**config.mk**
```make
export PLATFORM = sky130hd
export DESIGN_NAME = mem_lsu_bus
export DESIGN_NICKNAME = d
export VERILOG_FILES = /design/src/rtl/mem_lsu_bus.sv
export SDC_FILE = /design/constraint.sdc
export NUM_CORES = 1
export LEC_CHECK = 0
export ABC_CLOCK_PERIOD_IN_PS = 2500
export CORE_AREA = 2 2 169 171
export DETAILED_ROUTE_END_ITERATION = 8
export DIE_AREA = 0 0 171 173
export MAX_ROUTING_LAYER = met4
export PLACE_DENSITY_LB_ADDON = 0.3
export SLEW_MARGIN = 20
export SYNTH_ARGS = -nofsm -noshare
export SYNTH_HDL_FRONTEND = slang
export SYNTH_SLANG_ARGS = --single-unit
```
**constraint.sdc**
```tcl
create_clock -name clk -period 2.5 [get_ports clk]
set_input_delay 0.375 -clock clk [delete_from_list [all_inputs] [get_ports clk]]
set_output_delay 0.375 -clock clk [all_outputs]
set_load 0.005 [all_outputs]
```
**src/rtl/mem_lsu_bus.sv**
```systemverilog
// Load/store unit bus front end: decodes memory ops, runs one big-endian bus transfer
// at a time with an abort timer, and registers the writeback result and exception flags.
module mem_lsu_bus #(
    parameter int DW      = 32,
    parameter int TIMEOUT = 255
) (
    input  logic              clk,
    input  logic              rst,
    input  logic              valid_i,
    input  logic [3:0]        op_i,
    input  logic [31:0]       addr_i,
    input  logic [DW-1:0]     sdata_i,
    input  logic [DW-1:0]     res_i,
    input  logic [4:0]        wd_i,
    input  logic              wreg_i,
    input  logic              flush_i,
    output logic              stall_o,
    output logic              valid_o,
    output logic [4:0]        wd_o,
    output logic              wreg_o,
    output logic [DW-1:0]     wdata_o,
    output logic              misalign_o,
    output logic              buserr_o,
    output logic [31:0]       badaddr_o,
    output logic              bus_req_o,
    output logic              bus_we_o,
    output logic [31:0]       bus_addr_o,
    output logic [DW/8-1:0]   bus_sel_o,
    output logic [DW-1:0]     bus_wdata_o,
    input  logic [DW-1:0]     bus_rdata_i,
    input  logic              bus_ack_i
);
    localparam int LANES = DW / 8;
    localparam int LB = $clog2(LANES);
    localparam logic [9:0] TO_LAST = 10'(TIMEOUT - 1);

    // state | meaning
    // IDLE  | accepting instructions, no bus transfer outstanding
    // BUS   | request held on the bus, waiting for ack or timeout
    typedef enum logic {IDLE, BUS} state_t;
    state_t state, state_nx;

    logic          is_ld, is_st, sgn;
    logic [3:0]    nbytes;
    logic          misal, accept, go_bus, finish;
    logic [LB-1:0] lane_in, lane_q;
    logic [LANES-1:0] sel_nx;
    logic [DW-1:0] wdat_nx, rd_sh, ld_val;
    logic [6:0]    shamt;
    logic [9:0]    cnt;
    logic          kill;
    logic [31:0]   addr_q;
    logic [4:0]    wd_q;
    logic          wreg_q, ld_q, sgn_q;
    logic [3:0]    nb_q;

    always_comb begin
        is_ld = 1'b0;
        is_st = 1'b0;
        sgn = 1'b0;
        nbytes = 4'd0;
        case (op_i)
            4'd1:  begin is_ld = 1'b1; sgn = 1'b1; nbytes = 4'd1; end
            4'd2:  begin is_ld = 1'b1; nbytes = 4'd1; end
            4'd3:  begin is_ld = 1'b1; sgn = 1'b1; nbytes = 4'd2; end
            4'd4:  begin is_ld = 1'b1; nbytes = 4'd2; end
            4'd5:  begin is_ld = 1'b1; sgn = 1'b1; nbytes = 4'd4; end
            4'd6:  if (DW == 64) begin is_ld = 1'b1; nbytes = 4'd4; end
            4'd7:  if (DW == 64) begin is_ld = 1'b1; nbytes = 4'd8; end
            4'd9:  begin is_st = 1'b1; nbytes = 4'd1; end
            4'd10: begin is_st = 1'b1; nbytes = 4'd2; end
            4'd11: begin is_st = 1'b1; nbytes = 4'd4; end
            4'd12: if (DW == 64) begin is_st = 1'b1; nbytes = 4'd8; end
            default: ;
        endcase
    end

    assign misal = (nbytes == 4'd2 && addr_i[0]) ||
                   (nbytes == 4'd4 && addr_i[1:0] != 2'd0) ||
                   (nbytes == 4'd8 && addr_i[2:0] != 3'd0);
    assign accept  = (state == IDLE) && valid_i && !flush_i;
    assign go_bus  = accept && (is_ld || is_st) && !misal;
    assign finish  = bus_ack_i || (cnt == TO_LAST);
    assign lane_in = addr_i[LB-1:0];

    // Lane 0 (lowest address) drives the MSB of the select vector.
    always_comb begin
        sel_nx = '0;
        for (int i = 0; i < LANES; i++) begin
            if (i >= int'(lane_in) && i < int'(lane_in) + int'(nbytes))
                sel_nx[LANES-1-i] = 1'b1;
        end
    end

    always_comb begin
        case (nbytes)
            4'd1:    wdat_nx = {LANES{sdata_i[7:0]}};
            4'd2:    wdat_nx = {(LANES/2){sdata_i[15:0]}};
            4'd4:    wdat_nx = {(LANES/4){sdata_i[31:0]}};
            default: wdat_nx = sdata_i;
        endcase
    end

    // Shift the addressed lane to the top, then bring it down with the right extension.
    assign lane_q = addr_q[LB-1:0];
    assign rd_sh  = bus_rdata_i << {lane_q, 3'b000};
    assign shamt  = 7'(DW) - {nb_q, 3'b000};
    always_comb begin
        if (sgn_q) ld_val = $signed(rd_sh) >>> shamt;
        else       ld_val = rd_sh >> shamt;
    end

    always_ff @(posedge clk) begin
        if (rst) state <= IDLE;
        else     state <= state_nx;
    end

    always_comb begin
        state_nx = state;
        stall_o = 1'b0;
        case (state)
            IDLE: if (go_bus) begin
                state_nx = BUS;
                stall_o = 1'b1;
            end
            BUS: if (finish) state_nx = IDLE;
                 else        stall_o = 1'b1;
            default: state_nx = IDLE;
        endcase
        if (rst) stall_o = 1'b0;
    end

    always_ff @(posedge clk) begin
        if (rst) begin
            cnt <= '0; kill <= 1'b0;
            bus_req_o <= 1'b0; bus_we_o <= 1'b0; bus_sel_o <= '0;
            bus_addr_o <= '0; bus_wdata_o <= '0;
            valid_o <= 1'b0; wreg_o <= 1'b0; wd_o <= '0; wdata_o <= '0;
            misalign_o <= 1'b0; buserr_o <= 1'b0; badaddr_o <= '0;
            addr_q <= '0; wd_q <= '0; wreg_q <= 1'b0;
            ld_q <= 1'b0; sgn_q <= 1'b0; nb_q <= '0;
        end else begin
            valid_o <= 1'b0;
            wreg_o <= 1'b0;
            misalign_o <= 1'b0;
            buserr_o <= 1'b0;
            if (state == IDLE) begin
                if (accept && !(is_ld || is_st)) begin
                    valid_o <= 1'b1;
                    wdata_o <= res_i;
                    wd_o <= wd_i;
                    wreg_o <= wreg_i;
                end else if (accept && misal) begin
                    valid_o <= 1'b1;
                    misalign_o <= 1'b1;
                    badaddr_o <= addr_i;
                    wd_o <= wd_i;
                end else if (go_bus) begin
                    bus_req_o <= 1'b1;
                    bus_we_o <= is_st;
                    bus_addr_o <= {addr_i[31:LB], {LB{1'b0}}};
                    bus_sel_o <= sel_nx;
                    bus_wdata_o <= is_st ? wdat_nx : '0;
                    addr_q <= addr_i;
                    wd_q <= wd_i;
                    wreg_q <= wreg_i & is_ld;
                    ld_q <= is_ld;
                    sgn_q <= sgn;
                    nb_q <= nbytes;
                    cnt <= '0;
                    kill <= 1'b0;
                end
            end else begin
                if (flush_i) kill <= 1'b1;
                if (finish) begin
                    bus_req_o <= 1'b0;
                    bus_we_o <= 1'b0;
                    cnt <= '0;
                    kill <= 1'b0;
                    // A flush landing in the completion cycle still kills the result.
                    if (!(kill || flush_i)) begin
                        valid_o <= 1'b1;
                        wd_o <= wd_q;
                        if (bus_ack_i) begin
                            wreg_o <= wreg_q;
                            if (ld_q) wdata_o <= ld_val;
                        end else begin
                            buserr_o <= 1'b1;
                            badaddr_o <= addr_q;
                        end
                    end
                end else begin
                    cnt <= cnt + 10'd1;
                end
            end
        end
    end
endmodule

```
[Word level (Yosys, flattened, before mapping)]
Cells that the tools add are included.
Operators by class
  add/subtract/negate cells: 3
  magnitude comparators: 7
  equal/unequal tests: 21
  shift-type cells: 3
  muxes and demuxes: 63
  bitwise operators: 5
  reductions and logical operators: 41
Operators with widths (number)
  2-to-1 mux 32 bit: 14
  case mux 32 bit (2 select lines): 1
  2-to-1 mux 10 bit: 5
  2-to-1 mux 1 bit: 36
  < comparator 1 x 32 -> 1 bit, first input constant: 1
  < comparator 2 x 32 -> 1 bit, first input constant: 1
  < comparator 3 x 32 -> 1 bit, first input constant: 1
  << shifter 32 x 5 -> 32 bit: 1
  right shift 32 x 7 -> 32 bit: 1
  >>> shifter 32 x 7 -> 32 bit: 1
  2-to-1 mux 5 bit: 5
  equality test 4 bit, second input constant: 4
  OR reduction 3 bit: 5
  equality test 4 x 2 -> 1 bit, second input constant: 3
  equality test 4 x 3 -> 1 bit, second input constant: 3
  logical AND 1 bit: 12
  AND reduction 4 bit: 3
  adder 10 x 1 -> 10 bit, second input constant: 1
  equality test 10 x 8 -> 1 bit, second input constant: 1
  != test 2 bit, second input constant: 5
  AND reduction 5 bit: 2
  case mux 3 bit (3 select lines): 1
  equality test 4 x 1 -> 1 bit, second input constant: 2
  nonzero test 2 bit: 4
  17 further kinds: 30
Storage, ports and cells
  register bits after elaboration: 197
  output and inout bits: 144
  word-level logic and storage cells: 164

[Longest topological paths before layout]
  depth after elaboration: 13
  depth in mapped cells: 13
  mapped depth without buffers: 9

[Worst setup path before layout]
Ideal clock, no wire load.
  path type: flip-flop to flip-flop
  from: reg nb_q[0]
  to: reg wdata_o[24]
  setup time: 133 ps
  data arrival time: 2561 ps
  slack: -195 ps
  cell stages (with the launch flop): 14
  period minus slack after synthesis: 2695 ps
  cells stage by stage: dfxtp_1 > buf_4 > buf_2 > buf_2 > inv_1 > ha_1 > buf_2 > or2_2 > a21o_1 > buf_2 > nor2_1 > o21ai_1 > a21oi_1 > nor4_1
On the way
  cells in the longest elaborated chain, start to end: 8
  elaborated cells between the ends (all ways): 9
  classes of those cells: add/sub (1); shift (2); mux (6)
RTL lines
  from (decl): RTL line 55  | logic [3:0] nb_q;
  from (signal assigned): RTL line 169  | nb_q <= nbytes;
  subtractor 6 x 7 -> 7 bit (*): RTL line 107  | assign shamt = 7'(DW) - {nb_q, 3'b000};
  right shift 32 x 7 -> 32 bit or >>> shifter 32 x 7 -> 32 bit (tied branches): RTL line 110, 109
  2-to-1 mux 32 bit (*): RTL line 109  | if (sgn_q) ld_val = $signed(rd_sh) >>> shamt;
  2-to-1 mux 32 bit (*): RTL line 186  | if (ld_q) wdata_o <= ld_val;
  2-to-1 mux 32 bit (*): RTL line 184  | if (bus_ack_i) begin
  2-to-1 mux 32 bit (*): RTL line 181  | if (!(kill || flush_i)) begin
  2-to-1 mux 32 bit (*): RTL line 175  | if (finish) begin
  2-to-1 mux 32 bit (*): RTL line 147  | if (state == IDLE) begin
  to (signal assigned): RTL line 150  | wdata_o <= res_i;
  to (signal assigned): RTL line 186
  to (decl): RTL line 21  | output logic [DW-1:0] wdata_o,
Mark *: on every way between the ends. The rest lies on a longest branch, timed or not. The select of a mux whose other input is x is not followed.
A chain may end at the register's enable or synchronous reset.

[Worst setup path after layout]
  from: in valid_i
  to: out stall_o
On the way
  cells in the longest elaborated chain, start to end: 7
RTL lines
  from (decl): RTL line 9  | input logic valid_i,
  logical AND 1 bit (2 in a row): RTL line 81  | assign accept = (state == IDLE) && valid_i && !flush_i;
  logical AND 1 bit (2 in a row): RTL line 82  | assign go_bus = accept && (is_ld || is_st) && !misal;
  2-to-1 mux 1 bit: RTL line 122  | IDLE: if (go_bus) begin
  case mux 1 bit (2 select lines): RTL line 121  | case (state)
  2-to-1 mux 1 bit: RTL line 130  | if (rst) stall_o = 1'b0;
  to (decl): RTL line 17  | output logic stall_o,
No other way between the ends.

==> impl_metrics.toml <==
[status]
status = "complete, no violations"

[cells_and_area]
stdcell_count = 1732
final_util_pct = 46.44
final_common_cell = "clkdlybuf4s50_1"
nNetsFinal = 1488
final_layout_size_suffix_gt1_share_pct = 12.43
fillers = 2728
area_delta_synth_final_pct = 46.25
final_cell_mix = "clkdlybuf4s50_1, dfxtp_1, nand2_1"

[floorplan]
die_h_um = 173
core_area_um2 = 27630
ios = 287
start_util_pct = 31.75
dieArea_um2 = 29580
num_rows = 61
die_w_um = 171

[sta]
slew_viol_final = 0
slew_headroom_pct = 48.92
rsz0062_at_grt = "false"
fin_skew_ps = 21.15
period_share_pct = 93.23
setup_slack_ps = 169.3
fmax_mhz = 429.1
hold_viol = 0
finalSetupViolCount = 0
period_needed_ps = 2331
tightest_slew_ps = 759.9

[critical_path]
cp_slowest_cell = "clkdlybuf4s50_1"
critPathMaxFanout = 2
cp-start-kind = "input port"
crit_type = "in -> out"
arrival_ps = 1960
cp_cell_sequence = "clkdlybuf4s50_1 > or3b_4 > nor4_4 > nand2_4 > a21oi_2 > clkbuf_2"
required_ps = 2120
cpPeakStageDelay_ps = 480
endpoint_kind = "output port"

[detailed_routing]
via_per_inst = 5.057
routedWlPerCell_um = 17.29
dr.first_iter.drc_count = 560
drc_errors = 0
first_pass_iters = 5
routed_wl_um = 29950
via_count = 8759
drtAntennaViolNets = 0

[power]
switchingPower_mw = 1.970
pwr_density_cell_nw_per_um2 = 530.0
intPower_mw = 4.831
leakage_nw = 4.540
p_comb_share_pct = 18.0
power_frac_clock_pct = 41.1
peakVddDrop_v = 0.0003261
p_seq_share_pct = 40.9
switching_share_pct = 28.96

[global_routing]
grt_max_degree = 116
gr-total-overflow = 0
track_usage_pct = 20.45
grt_pass1_wl_um = 46500
grt_pass1_vias = 8383
antenna_found_initial = 2

[synthesis]
ys_dominant_reg_cell = "dfxtp_1"
synth_seq_cells = 166
synthXorXnorAreaFrac_pct = 0.6988
synthSimpleGateAreaFrac_pct = 19.01
synth_top_family_by_area = "compound AO/OA/AOI/OAI gates"
yosysSeqAreaShare_pct = 37.88
synth_enable_flop_cells = 0
synthesis.area_um2 = 8773
synthArstFlopShare_pct = 0
synth-compound-area-share_pct = 22.38
synth_fa_ha_area_share_pct = 0.9412
ys_top_cells_by_area = "dfxtp_1, mux2i_1, a21oi_1"
netlist.area_leader.share_pct = 37.88
syn_inst = 1075
avgSynthCellArea_um2 = 8.161
ys_warn_count = 0
synth_top_area_cell = "dfxtp_1"
synth_mux_area_share_pct = 11.39
synth_cell_types = 73

[hold_path]
hp-class = "in -> reg"

[place]
place.gp.congestion = 0.9077
place_inst = 1698
portBuffers = 284
dp_hpwl_um = 21550
pre_cts_slack_ps = -275.1

[clocking]
cts_tree = "done"
cts-root-buf = "clkbuf_16"
clkTransAtPathRegs_ps = 70
cts_sinks = 166
cts_buffer_depth = 2
h-tree-depth = 4
numCtsBuffers = 17
post_cts_buffers = 0
clk_latency_ps = 450

[job]
drv_cap = 0
cells by family after synthesis:
logic type | after synthesis
mux | 96
simple gates | 370
compound gates | 302
fa+ha+maj | 6
xor+xnor | 7
buf+inv | 127
other cells | 1
flops | 166
registers in the layout, indices dropped and copies added, names as in the netlist:
| name | count |
|---|---|
| ld_q | 1 |
| bus_wdata_o | 32 |
| wreg_o | 1 |
| wdata_o | 32 |
| bus_we_o | 1 |
| wreg_q | 1 |
| buserr_o | 1 |
| state | 1 |
| sgn_q | 1 |
| misalign_o | 1 |
| wd_o | 5 |
| bus_sel_o | 4 |
| addr_q | 32 |
| wd_q | 5 |
| nb_q | 3 |
| kill | 1 |
| cnt | 10 |
| badaddr_o | 32 |
| valid_o | 1 |
| bus_req_o | 1 |
per-stage QoR:
step	total power [mW]	hold WS (ps)	setup TNS (ps)	instance area [um2]
after floorplan	3.425	431.9	0	8790
after global placement	4.054	437.0	-7829	12180
after detailed placement	4.065	444.5	-12500	12180
after CTS	6.886	216.7	0	12810
after global routing	7.100	206.5	0	12830
final	6.800	219.8	0	12830
synth_stat cells, drive strengths merged, types with 11 or more instances:
| library cell | n |
|---|---|
| a22oi | 35 |
| nand2 | 136 |
| clkbuf | 43 |
| a21o | 16 |
| o21ai | 43 |
| buf | 75 |
| mux2 | 25 |
| dfxtp | 166 |
| mux2i | 71 |
| a21oi | 106 |
| a211oi | 38 |
| nor2 | 136 |
| nor4 | 11 |
| o22ai | 11 |
| nor3 | 31 |
layer usage:
layer | global-route usage (%) | vias to the layer above | share of wire (%)
met1 | 25.57 | 4104 | 44
li1 | - | 4330 | -
met3 | 5.104 | 47 | 6.8
met5 | - | - | 0
met2 | 31.85 | 278 | 47
met4 | 7.345 | 0 | 2.3
area by class of cell:
cell class | count | area, um2 | share of cell area [%]
Antenna cell | 2 | 5.005 | 0.03901
Clock buffer | 17 | 425.4 | 3.315
Clock inverter | 15 | 200.2 | 1.560
Inverter | 9 | 33.78 | 0.2633
Multi-Input combinational cell | 783 | 4828 | 37.63
Sequential cell | 166 | 3328 | 25.94
Tap cell | 378 | 473.0 | 3.686
Timing Repair Buffer | 362 | 3537 | 27.57
what timing repair did:
| action | CTS | global route |
|---|---|---|
| endpoints found under the setup margin | 1 | 10 |
| hold buffers | 0 | 0 |
| resized for setup | 2 | 7 |
| pin swaps | 0 | 1 |
critical path: cells and delay by family:
kind            cells  cell delay (ps)
simple gates        3              790
compound gates      1              130
buf+inv             2              640
final timing paths:
check | startpoint | to | slack, ps | cells after the start
max | valid_i | stall_o | 170 | 6
min | rst | state | 220 | 2
max reg2reg | nb_q[1] | wdata_o[4] | 220 | 9
min reg2reg | wdata_o[6] | wdata_o[6] | 450 | 2
power by group through the flow:
stage / clock (mW) / combinational, mW / sequential (mW)
floorplan: 0 / 0.588 / 2.84
global placement: 0 / 1.21 / 2.84
detailed placement: 0 / 1.22 / 2.84
CTS: 2.88 / 1.23 / 2.78
global route: 2.98 / 1.33 / 2.79
finish: 2.80 / 1.23 / 2.78
(Power assumes the default switching activity.)
